<file path="src/rtl/fpu_csr_pkg.sv">
// Shared constants and types for the floating-point CSR endpoint (fflags/frm/fcsr).
package fpu_csr_pkg;

  localparam logic [11:0] CSR_FFLAGS = 12'h001;
  localparam logic [11:0] CSR_FRM    = 12'h002;
  localparam logic [11:0] CSR_FCSR   = 12'h003;

  typedef enum logic [1:0] {
    CSR_NONE = 2'd0,
    CSR_RW   = 2'd1,
    CSR_RS   = 2'd2,
    CSR_RC   = 2'd3
  } csr_mode_e;

  typedef enum logic [1:0] {
    StIdle  = 2'd0,
    StDrain = 2'd1,
    StResp  = 2'd2
  } fcsr_state_e;

  localparam int unsigned FLAG_NX = 0;
  localparam int unsigned FLAG_UF = 1;
  localparam int unsigned FLAG_OF = 2;
  localparam int unsigned FLAG_DZ = 3;
  localparam int unsigned FLAG_NV = 4;

endpackage

</file>
<file path="src/rtl/fp_inflight_counter.sv">
// Saturating up/down count of FP instructions issued but not yet retired.
module fp_inflight_counter #(
  parameter int unsigned MaxCount = 7,
  localparam int unsigned CntW = $clog2(MaxCount + 1)
) (
  input  logic            clk,
  input  logic            rst,
  input  logic            i_inc,
  input  logic            i_dec,
  output logic [CntW-1:0] o_count,
  output logic            o_full
);

  localparam logic [CntW-1:0] CntMax = CntW'(MaxCount);

  logic [CntW-1:0] r_count;
  logic [CntW-1:0] w_count_d;

  // Simultaneous inc/dec cancel; a decrement at zero is a protocol error and is absorbed.
  always_comb begin
    w_count_d = r_count;
    if (i_inc && !i_dec && (r_count != CntMax)) begin
      w_count_d = r_count + CntW'(1);
    end else if (i_dec && !i_inc && (r_count != '0)) begin
      w_count_d = r_count - CntW'(1);
    end
  end

  always_ff @(posedge clk or posedge rst) begin
    if (rst) begin
      r_count <= '0;
    end else begin
      r_count <= w_count_d;
    end
  end

  assign o_count = r_count;
  assign o_full  = (r_count == CntMax);

endmodule

</file>
<file path="src/rtl/fcsr_unit.sv">
// FP control/status register holder and CSR access endpoint with flag accrual.
// Build option FCSR_DRAIN_EN: CSR accesses wait for all in-flight FP instructions to retire.
module fcsr_unit
  import fpu_csr_pkg::*;
#(
  parameter int unsigned MAX_INFLIGHT = 7
) (
  input  logic        clk,
  input  logic        rst,
  input  logic        csr_req_valid,
  output logic        csr_req_ready,
  input  logic [11:0] csr_addr,
  input  logic [1:0]  csr_mode,
  input  logic [31:0] csr_wdata,
  output logic        csr_rsp_valid,
  input  logic        csr_rsp_ready,
  output logic [31:0] csr_rdata,
  output logic        csr_illegal,
  input  logic        fp_issue,
  output logic        fp_issue_ready,
  input  logic        fp_retire,
  input  logic [4:0]  fp_flags,
  output logic [4:0]  fflags,
  output logic [2:0]  frm,
  output logic        frm_illegal
);

  fcsr_state_e r_state, w_state_d;
  logic [11:0] r_addr;
  csr_mode_e   r_mode;
  logic [7:0]  r_wdata;
  logic [4:0]  r_fflags, w_fflags_d;
  logic [2:0]  r_frm, w_frm_d;
  logic [7:0]  r_rdata;
  logic        r_illegal;

  logic       w_idle, w_drain_done, w_access, w_legal, w_write;
  logic [7:0] w_old, w_new;

  assign w_idle = (r_state == StIdle);

`ifdef FCSR_DRAIN_EN
  localparam int unsigned CntW = $clog2(MAX_INFLIGHT + 1);
  logic [CntW-1:0] w_count;
  logic            w_full;
  logic            w_issue;
  logic            w_unused;

  assign w_issue = fp_issue && fp_issue_ready;

  fp_inflight_counter #(
    .MaxCount(MAX_INFLIGHT)
  ) u_inflight (
    .clk    (clk),
    .rst    (rst),
    .i_inc  (w_issue),
    .i_dec  (fp_retire),
    .o_count(w_count),
    .o_full (w_full)
  );

  assign w_drain_done   = (w_count == '0) && !fp_retire;
  assign fp_issue_ready = w_idle && !w_full;
  assign w_unused       = ^csr_wdata[31:8];
`else
  logic w_unused;

  assign w_drain_done   = 1'b1;
  assign fp_issue_ready = w_idle;
  assign w_unused       = ^{csr_wdata[31:8], fp_issue, (MAX_INFLIGHT != 0)};
`endif

  assign w_access = (r_state == StDrain) && w_drain_done;
  assign w_write  = w_access && w_legal && (r_mode != CSR_NONE);

  always_comb begin
    w_state_d = r_state;
    case (r_state)
      StIdle:  if (csr_req_valid) w_state_d = StDrain;
      StDrain: if (w_drain_done) w_state_d = StResp;
      StResp:  if (csr_rsp_ready) w_state_d = StIdle;
      default: w_state_d = StIdle;
    endcase
  end

  always_comb begin
    w_legal = 1'b1;
    w_old   = '0;
    case (r_addr)
      CSR_FFLAGS: w_old = {3'b000, r_fflags};
      CSR_FRM:    w_old = {5'b00000, r_frm};
      CSR_FCSR:   w_old = {r_frm, r_fflags};
      default:    w_legal = 1'b0;
    endcase
    w_new = w_old;
    unique case (r_mode)
      CSR_RW:   w_new = r_wdata;
      CSR_RS:   w_new = w_old | r_wdata;
      CSR_RC:   w_new = w_old & ~r_wdata;
      CSR_NONE: w_new = w_old;
    endcase
  end

  // A CSR write owns the fields it targets; any other flags retiring that cycle still accrue.
  always_comb begin
    w_fflags_d = fp_retire ? (r_fflags | fp_flags) : r_fflags;
    w_frm_d    = r_frm;
    if (w_write) begin
      if (r_addr == CSR_FRM) begin
        w_frm_d = w_new[2:0];
      end else if (r_addr == CSR_FCSR) begin
        w_fflags_d = w_new[FLAG_NV:FLAG_NX];
        w_frm_d    = w_new[7:5];
      end else begin
        w_fflags_d = w_new[FLAG_NV:FLAG_NX];
      end
    end
  end

  always_ff @(posedge clk or posedge rst) begin
    if (rst) begin
      r_state   <= StIdle;
      r_addr    <= '0;
      r_mode    <= CSR_NONE;
      r_wdata   <= '0;
      r_fflags  <= '0;
      r_frm     <= '0;
      r_rdata   <= '0;
      r_illegal <= 1'b0;
    end else begin
      r_state  <= w_state_d;
      r_fflags <= w_fflags_d;
      r_frm    <= w_frm_d;
      if (w_idle && csr_req_valid) begin
        r_addr  <= csr_addr;
        r_mode  <= csr_mode_e'(csr_mode);
        r_wdata <= csr_wdata[7:0];
      end
      if (w_access) begin
        r_rdata   <= w_old;
        r_illegal <= !w_legal;
      end
    end
  end

  assign csr_req_ready = w_idle;
  assign csr_rsp_valid = (r_state == StResp);
  assign csr_rdata     = {24'h000000, r_rdata};
  assign csr_illegal   = r_illegal;
  assign fflags        = r_fflags;
  assign frm           = r_frm;
  assign frm_illegal   = (r_frm >= 3'd5);

endmodule

</file>
<file path="config.mk">
export PLATFORM = sky130hd
export DESIGN_NAME = fcsr_unit
export DESIGN_NICKNAME = d
export VERILOG_FILES = /design/src/rtl/fpu_csr_pkg.sv /design/src/rtl/fp_inflight_counter.sv /design/src/rtl/fcsr_unit.sv
export SDC_FILE = /design/constraint.sdc
export NUM_CORES = 1
export LEC_CHECK = 0
export BUFFER_PORTS_ARGS = -buffer_cell sky130_fd_sc_hd__buf_2
export CORE_ASPECT_RATIO = 1.1
export CORE_MARGIN = 2
export CORE_UTILIZATION = 40
export DETAILED_ROUTE_END_ITERATION = 6
export PLACE_DENSITY_LB_ADDON = 0.05
export SKIP_LAST_GASP = 1
export SLEW_MARGIN = 25
export SYNTH_ARGS = -nofsm -noshare
export SYNTH_HDL_FRONTEND = slang
export SYNTH_HIERARCHICAL = 1
export SYNTH_SLANG_ARGS = --single-unit
</file>
<file path="constraint.sdc">
create_clock -name clk -period 3.2 [get_ports clk]
set_input_delay 0.16 -clock clk [delete_from_list [all_inputs] [get_ports clk]]
set_output_delay 0.16 -clock clk [all_outputs]
set_load 0.01 [all_outputs]
</file>
==> results of run 1 <==
==> cell type report <==
| type | instances | area [µm²] |
|---|---|---|
| Multi-Input combinational cell | 144 | 918 |
| Fill cell | 479 | 2670 |
| Timing Repair Buffer | 55 | 283 |
| Sequential cell | 41 | 1030 |
| Tap cell | 58 | 72.6 |
| Inverter | 6 | 22.5 |
| Clock buffer | 8 | 80.1 |
==> worst paths after layout <==
path	start	slack, ns	end
worst min-delay path	rst	-0.009	r_state[0]
max in group asynchronous	rst	2.86	r_addr[7]
worst max register to register	r_addr[7]	1.04	fflags[0]
worst max-delay path	r_addr[7]	1.04	fflags[0]
worst min register to register	r_rdata[5]	0.48	r_rdata[5]
min in group clk	csr_rsp_ready	0.07	r_state[1]
==> metal layers <==
metal	up-vias	GRT usage (%)	part of all wire (%)
met3	5	4.14	5.7
met2	57	24.2	44
li1	751	-	-
met4	0	5.45	1.5
met1	731	22.5	49
met5	-	0	0
==> placed cells by master (no fill, tap or decap), types with 3 or more instances in the layout <==
| master | synthesis | layout |
|---|---|---|
| dfrtp_1 | 41 | 41 |
| clkbuf_8 | 0 | 5 |
| conb_1 | 1 | 24 |
| mux2i_1 | 5 | 5 |
| inv_1 | 6 | 6 |
| buf_4 | 27 | 3 |
| a21oi_1 | 5 | 5 |
| buf_2 | 1 | 52 |
| a41oi_1 | 3 | 3 |
| clkbuf_1 | 4 | 3 |
| mux2_2 | 23 | 23 |
| nor2_1 | 11 | 11 |
| nand3_1 | 4 | 4 |
| o21ai_0 | 17 | 17 |
| a211oi_1 | 4 | 4 |
| nand2_1 | 21 | 21 |
==> through the flow <==
step	hold slack, ns	worst slack (ns)
2_1_floorplan	0.268	1.34
3_3_place_gp	0.324	1.11
3_5_place_dp	0.328	1.06
4_1_cts	0.0108	1.05
5_1_grt	0.0670	0.880
6_report	-0.00944	1.04
==> critical path, stage by stage, from the launching register on <==
cell and delay (ns):
dfrtp_1 0.38, or4_4 0.55, nor3_1 0.55, nand2_1 0.27, nor3_1 0.24, nor2_1 0.06
==> power by group through the flow <==
stage               clock [mW]  combinational (mW)  sequential (mW)
floorplan                    0               0.590            0.752
global placement             0               0.592            0.853
detailed placement           0               0.599            0.852
CTS                      0.335               0.602            0.843
global route             0.358               0.673            0.873
finish                   0.322               0.593            0.841
==> registers in the layout, indices dropped and copies added (netlist names) <==
register     count
r_rdata          8
csr_illegal      1
frm              3
r_state          2
r_mode           2
r_wdata          8
fflags           5
r_addr          12
==> cells by family after synthesis <==
family,Yosys count,synth area share (%)
compound gates,38,11.2
buf+inv,40,12.3
flops,41,48.4
other cells,1,0.177
simple gates,54,13.3
mux,28,14.6
==> metrics.txt, run 1 <==
sequential power share 47.9%; Logic pwr share 33.8%; Hold Fails Final Rpt 41; RSZ-0062 raised after global routing false; Sw Ratio 35.3%; critical path arrival 2.33 ns; final setup vio count 0; setup tns final 0 ns; latest clock arrival within the worst-skew pair between 0.2 and 0.3 ns; max_slew headroom between 50% and 60%; Post-Layout Inst Area ~0.0024 mm²; Tot Pwr 1.76 mW; CTS Hold Buffers Added 0; num rows 27; VDD IR-drop max between 400 and 500 µV; post-synth top area share around half; final worst path period share between 60% and 70%; n_diodes 0; number of setup buffers added after CTS 0; clk sinks 41; die span in x 73.4 µm; Critical Path RT 3.37 ns; post-synth cell types 36; drt first-iter violations 112; CTS tree done; initial antenna violation count 0; crit path kind reg2reg; Final Non-Filler Cells 312; P_sw 0.621 mW; total track usage 16.1%; CP Launch Type flop; sequential fraction of the synthesis area 48.4%; failing checks hold timing; # Max-Cap Violations 0; Post-Synthesis Cells 202; maximum clock frequency 463 MHz; Worst-Margin Slew 0.637 ns; IO Port Bufs 52; top-count cell post-synth dfrtp_1; placed cell count around 300; cts bufs inserted 5; dpl hpwl around 3000 µm; Final min period ~2.2 ns; synthesized cell area 0.00212 mm²; Die Area 0.00589 mm²; DRC viols 0; Die Y 80.3 µm; gr ovfl total 0; first-pass GRT wire length 7200 µm; status finished, violations left; CORE AREA 0.00507 mm²; fin nets 310; fraction of layout instances using a drive strength above 1 35.0%; Setup crit end kind flop; gpl congestion 0.737; clk_skew 0.00293 ns; ys async rst share 100%; ANT nets after route 0; clk slew on worst S/H paths 0.07 ns; pin count of the biggest net entering global routing 42; Worst Path Max Fanout 5; vias in the first global route 1474; ys flop type dfrtp_1; r2r worst-path depth 5; IO Pins 102; Avg Vias per Cell 4.95; largest cells by area after synthesis dfrtp_1 48%, mux2_2 12%, buf_4 9.6%, o21ai_0 4.0%, nand2_1 3.7%; worst min path class in2async; wire per inst 13.6 µm; leak pwr 1.16 nW; P per Cell Area 731 mW/mm²; post-synth top area cell dfrtp_1; Layout Utilization 47.4%; Max clock buf depth 2; total number of vias 1544; Clk network pwr share roughly 18%; Pre-Repair DR Iteration Count 4; initial core utilization between 40% and 50%; Clk Tree Root Cell clkbuf_8; synth warn 6; final wirelength 4250 µm; hold slack -0.00944 ns; number of synthesized flops with an enable pin 0; Internal Power 1.14 mW; Resize count post-CTS 0; placed instance area 0.00232 mm²; synthesized flop and latch total 41; Layout area overhead 13.4%; max-slew violations 0; synth cell count leaders 41 x dfrtp_1, 27 x buf_4, 23 x mux2_2; syn avg cell area 10.5 µm²; CTS H-tree depth 2
No activity file was read; power rests on OpenSTA's default activity.
==> run 2: changes to the inputs <==
ABC_AREA = 1   (was not set)
clock period = 1.8 ns   (was 3.2 ns; I/O delays follow)
==> run 2 against run 1 <==
  * The run now ends clean
  * Count of clock-buffer cells in the layout down 1
  * Area after synthesis up 5.6%
  * Synthesized cell count grew 41%
  * Clock power increased by 140%
  * Total power increased by 96%
  * Via count is 20% higher
  * Clock skew up 0.0050 ns
  * Non-clock buffer count rose by 19
  * Combinational power is 110% higher
  * Sequential share of layout area down 5.9 points
  * Critical endpoint is now fflags[1]
  * Largest power group unchanged
  * Highest routed layer unchanged
==> metrics.txt, run 2 <==
post-synth cell types 24; Die Y 82.4 µm; pin count of the biggest net entering global routing 42; WHS Path Cells 3; synth warn 6; hold path endpoint r_wdata[4]; sequential fraction of the synthesis area 45.9%; total track usage 17.0%; Top reg by flops r_addr; status finished, final reports clean; total number of vias between 1500 and 2000; dpl hpwl approximately 3300 µm; fin nets slightly above 400; RSZ-0062 raised after global routing false; worst min path class in2reg; Layout area overhead 24.4%; max_slew headroom roughly two thirds; ys flop type dfrtp_1; Final min period about 1.6 ns; Clk Tree Root Cell clkbuf_8; latest clock arrival within the worst-skew pair 0.29 ns; Max clock buf depth 2; setup tns final 0 ns; post-synth top area share between 40 and 50%; final worst path period share 86.7%; Avg Vias per Cell 4.30; die span in x around 75 µm; most frequent cells in the layout 107 x nand2_1, 52 x buf_2, 41 x dfrtp_1, 24 x conb_1, 20 x nor2_1; synth cell count leaders 107 x nand2_1, 41 x dfrtp_1, 28 x buf_4; CP Launch Type flop; FF-to-FF Start r_addr[4]; dpl ws between 0.2 and 0.25 ns; synthesized flop and latch total between 40 and 50; Reg2Reg Setup Slack 0.24 ns; final setup vio count 0; max-slew violations 0; Min-Delay Startpoint csr_wdata[4]; top-count cell post-synth nand2_1; wire per inst around 11 µm; P per Cell Area 1240 mW/mm²; hold slack 0.00887 ns; VDD IR-drop max 568 µV; CORE AREA 0.00540 mm²; initial core utilization between 40% and 50%; Die Area about 0.0062 mm²; clk sinks between 40 and 50; synthesized cell area 0.00224 mm²; IO Port Bufs 52; vias in the first global route 1776; clk_skew 0.00791 ns; number of setup buffers added after CTS 0; CTS H-tree depth 2; clk slew on worst S/H paths 0.08 ns; post-synth top area cell dfrtp_1; Worst Path Max Fanout 13; fraction of layout instances using a drive strength above 1 23.0%; CTS Hold Buffers Added 19; final wirelength 4560 µm; ANT nets after route 0; syn avg cell area 7.88 µm²; first-pass GRT wire length 7940 µm; n_diodes 0; maximum clock frequency around 640 MHz; registers with the most flip-flops r_addr x12, r_rdata x8, r_wdata x8; # Max-Cap Violations 0; gpl congestion 0.774; number of synthesized flops with an enable pin 0; worst reg2reg path endpoint fflags[1]; Hold Fails Final Rpt 0; leak pwr between 1.5 and 2 nW; drt first-iter violations 83; crit path kind reg2reg; initial antenna violation count 0; cts bufs inserted 5; IO Pins 102; setup ws final 0.239 ns; gr ovfl total 0; r2r worst-path depth 7; num rows 28; Post-Synthesis Cells ~280; most common cell after layout, fill and taps aside nand2_1; ys async rst share 100%; Worst-Margin Slew 0.514 ns; largest cells by area after synthesis dfrtp_1 46%, nand2_1 18%, buf_4 9.4%, o21ai_0 3.6%, nor2_1 3.4%; Pre-Repair DR Iteration Count 4; max reg flops 12; Setup crit end kind flop; DRC viols 0; critical path arrival between 1.5 and 2 ns; Resize count post-CTS 0; CTS tree done; Critical Path RT 1.99 ns
run 2: cell count changes in the layout (fill, tap and decap cells not counted), moves of 3 or more:
cell,change
nand3_1,+8
dlygate4sd3_1,+19
inv_2,+3
mux2_2,-23
nor2_2,+4
a211oi_1,-4
mux2i_1,-5
a41oi_1,-3
nand2_1,+86
nor2_1,+9
nand2_2,+6
inv_1,+11
o21a_1,+3
run 2: layout make-up:
class                   instances  area, µm²
fillers                       563       2610
repair buffers                 74        485
inverters                      21       78.8
clock buffers                   7       86.3
clock inverters                 1       30.0
well taps                      75       93.8
flip-flops and latches         41       1030
multi-input cells             213        983
run 2: how the worst max path moves through the flow:
stage / startpoint / to / slack (ns)
2_1_floorplan: r_state[0] / r_addr[11] / 0.45
3_3_place_gp: r_addr[9] / fflags[1] / 0.24
3_5_place_dp: r_addr[4] / fflags[3] / 0.22
4_1_cts: r_addr[9] / fflags[1] / 0.21
5_1_grt: r_mode[0] / frm[0] / 0.08
6_report: r_addr[4] / fflags[1] / 0.24
run 2: metal layers:
metal	GRT usage (%)	vias up	part of all wire (%)
li1	-	984	-
met1	20.6	817	45
met2	29.5	49	49
met3	3.64	7	4.5
met4	5.96	0	1.5
met5	0	-	0
run 2: kinds of logic (layout without fill, tap and decap cells):
kind of cell	Yosys count	in the layout	synth area share [%]
simple gates	158	158	32.0
buf+inv	53	103	14.0
flops	41	41	45.9
compound gates	31	31	7.94
other cells	1	24	0.168
run 2: critical path, stage by stage (launching register included):
cell	delay [ns]
dfrtp_1	0.39
nor2_1	0.14
nand2_2	0.12
nor2_8	0.20
o21ai_2	0.13
nor2_8	0.14
nand3_4	0.13
o21a_1	0.21
run 2: power by group:
group / internal (mW) / switching, mW / leakage [nW]
Combinational: 0.445 / 0.817 / 0.962
Sequential: 1.22 / 0.203 / 0.497
Clock: 0.452 / 0.309 / 0.0585
run 2: through the flow:
stage | util [%] | instance area [µm²] | power [mW] | cells
finish | 51.6 | 2780 | 3.45 | 432
global route | 51.6 | 2780 | 3.78 | 432
CTS | 51.6 | 2780 | 3.50 | 432
detailed placement | 45.9 | 2480 | 2.69 | 405
global placement | 45.9 | 2480 | 2.68 | 405
floorplan | - | 2320 | 2.42 | 307
==> run 3: changes to the inputs <==
ABC_AREA = 0   (was 1)
==> run 3 against run 2 <==
  * Sequential power about the same
  * Sequential cell count unchanged
  * Combinational power increased by 6%
  * The flow now finishes with violations (setup timing)
  * Critical path depth decreased by 1
  * Routed wire length decreased by 4.6%
  * Die area decreased by 5.0%
  * Critical path type unchanged
  * Cell count decreased by 25%
  * Worst setup slack got worse by 0.29 ns
  * Clock power decreased by 21%
  * Count of clock-buffer cells in the layout unchanged
==> metrics.txt, run 3 (synthesis gave the netlist of run 1 again) <==
status finished, violations left; failing checks setup timing; clk_skew 0.00699 ns; # Max-Cap Violations 0; DRC viols 0; Final min period 1.85 ns; Post-Layout Inst Area about 0.0026 mm²; max_slew headroom 65.0%; max-slew violations 0; Worst Path Max Fanout 5; Worst-Margin Slew 0.525 ns; clk slew on worst S/H paths 0.08 ns; most common cell after layout, fill and taps aside buf_2; CTS H-tree depth 2; max reg flops 12; drt first-iter violations 65; fillers roughly 480; dpl ws -0.0469 ns; final wirelength 4350 µm; Layout area overhead 21.1%; Avg Vias per Cell around 4.9; clk sinks 41; pin count of the biggest net entering global routing 42; die span in x 73.4 µm; cts bufs inserted 5; Max clock buf depth 2; maximum clock frequency 540 MHz; registers with the most flip-flops r_addr x12, r_rdata x8, r_wdata x8; Clk Tree Root Cell clkbuf_8; IO Port Bufs 52; CTS tree done; final setup vio count 7; Die Y 80.3 µm; crit path kind reg2reg; fraction of layout instances using a drive strength above 1 40.8%; Critical Path RT 2.02 ns; Die Area 0.00589 mm²; placed instance area 0.00242 mm²; P per Cell Area 1290 mW/mm²; gr ovfl total 0; gpl congestion roughly 0.76; Setup crit end kind flop; total track usage 16.3%; latest clock arrival within the worst-skew pair 0.29 ns; n_diodes 0; Hold Fails Final Rpt 0; initial core utilization between 40% and 50%; fin nets 322; placed cell count around 310; worst min path class in2reg; setup ws final -0.0507 ns; Top reg by flops r_addr; critical path arrival ~2.1 ns; CP Launch Type flop; most frequent cells in the layout 52 x buf_2, 41 x dfrtp_1, 24 x conb_1, 23 x mux2_2, 20 x nand2_1; Final Non-Filler Cells 323; CORE AREA between 0.005 and 0.006 mm²; Pre-Repair DR Iteration Count 5; IO Pins 102; total number of vias between 1500 and 2000; first-pass GRT wire length 7300 µm; dpl hpwl 3170 µm; wire per inst ~13 µm; vias in the first global route between 1000 and 1500; ANT nets after route 0; RSZ-0062 raised after global routing true; num rows 27; initial antenna violation count 0; VDD IR-drop max 804 µV; final worst path period share 103%; leak pwr between 1 and 1.5 nW
==> run 3: cell types whose count changed in the layout (fill, tap and decap cells not counted), sizes merged, moves of 5 or more <==
| cell | before | now |
|---|---|---|
| nand2 | 113 | 21 |
| nor2 | 28 | 11 |
| nand3 | 14 | 4 |
| inv | 20 | 6 |
| buf | 55 | 65 |
| mux2 | 0 | 23 |
| mux2i | 0 | 5 |
| dlygate4sd3 | 19 | 2 |
==> run 3: timing repair <==
action	4_1_cts	5_1_grt
endpoints found under the setup margin	7	11
hold buffers	2	0
buffers inserted	0	0
gates resized for setup	4	7
endpoints found under the hold margin	42	0
pin swaps	1	4
==> run 3: layout make-up <==
class	instances	area, µm²	area share, %
inverters	6	22.5	0.878
flip-flops and latches	41	1030	40.0
clock buffers	7	86.3	3.36
repair buffers	67	402	15.7
multi-input cells	144	957	37.3
well taps	58	72.6	2.83
==> run 3: metrics by stage <==
| stage | utilization [%] | power (mW) | hold WS [ns] | setup TNS [ns] |
|---|---|---|---|---|
| after global placement | 47.7 | 2.70 | 0.254 | -0.0847 |
| after CTS | 50.1 | 3.35 | 0.0120 | -0.194 |
| after floorplan | - | 2.40 | 0.198 | -0.0906 |
| after detailed placement | 47.7 | 2.72 | 0.250 | -0.121 |
| final | 50.6 | 3.32 | 0.0156 | -0.249 |
| after global routing | 50.6 | 3.61 | 0.0129 | -0.872 |
==> run 3: where the power goes <==
part | switching [mW] | internal (mW) | leakage, nW | total [mW]
logic | 0.671 | 0.658 | 0.695 | 1.33
registers | 0.193 | 1.19 | 0.490 | 1.39
clock network | 0.299 | 0.304 | 0.0443 | 0.603
==> run 3: critical path: stages, from the launching register on <==
cell	delay (ns)
dfrtp_1	0.38
or4_4	0.56
nor4_4	0.30
and3_4	0.26
buf_6	0.11
a211oi_1	0.04
a21oi_1	0.11
==> run 3: per-layer routing <==
layer,track usage [%],wire length (µm),vias to the layer above
li1,-,-,774
met1,22.7,2110,732
met2,25.0,1910,60
met3,4.52,270,6
met4,4.36,54,0
met5,0,0,-
==> run 3: path summary, 6_finish.rpt <==
check                                  start  cells past startpoint  slack (ns)          to
worst min register to register    r_rdata[5]                      2        0.48  r_rdata[5]
worst max-delay path               r_addr[8]                      6       -0.05   fflags[4]
min in group asynchronous                rst                      4        0.47   r_addr[9]
worst max register to register     r_addr[8]                      6       -0.05   fflags[4]
worst min-delay path            csr_wdata[0]                      3        0.02  r_wdata[0]
max in group asynchronous                rst                      4        0.96  r_wdata[2]
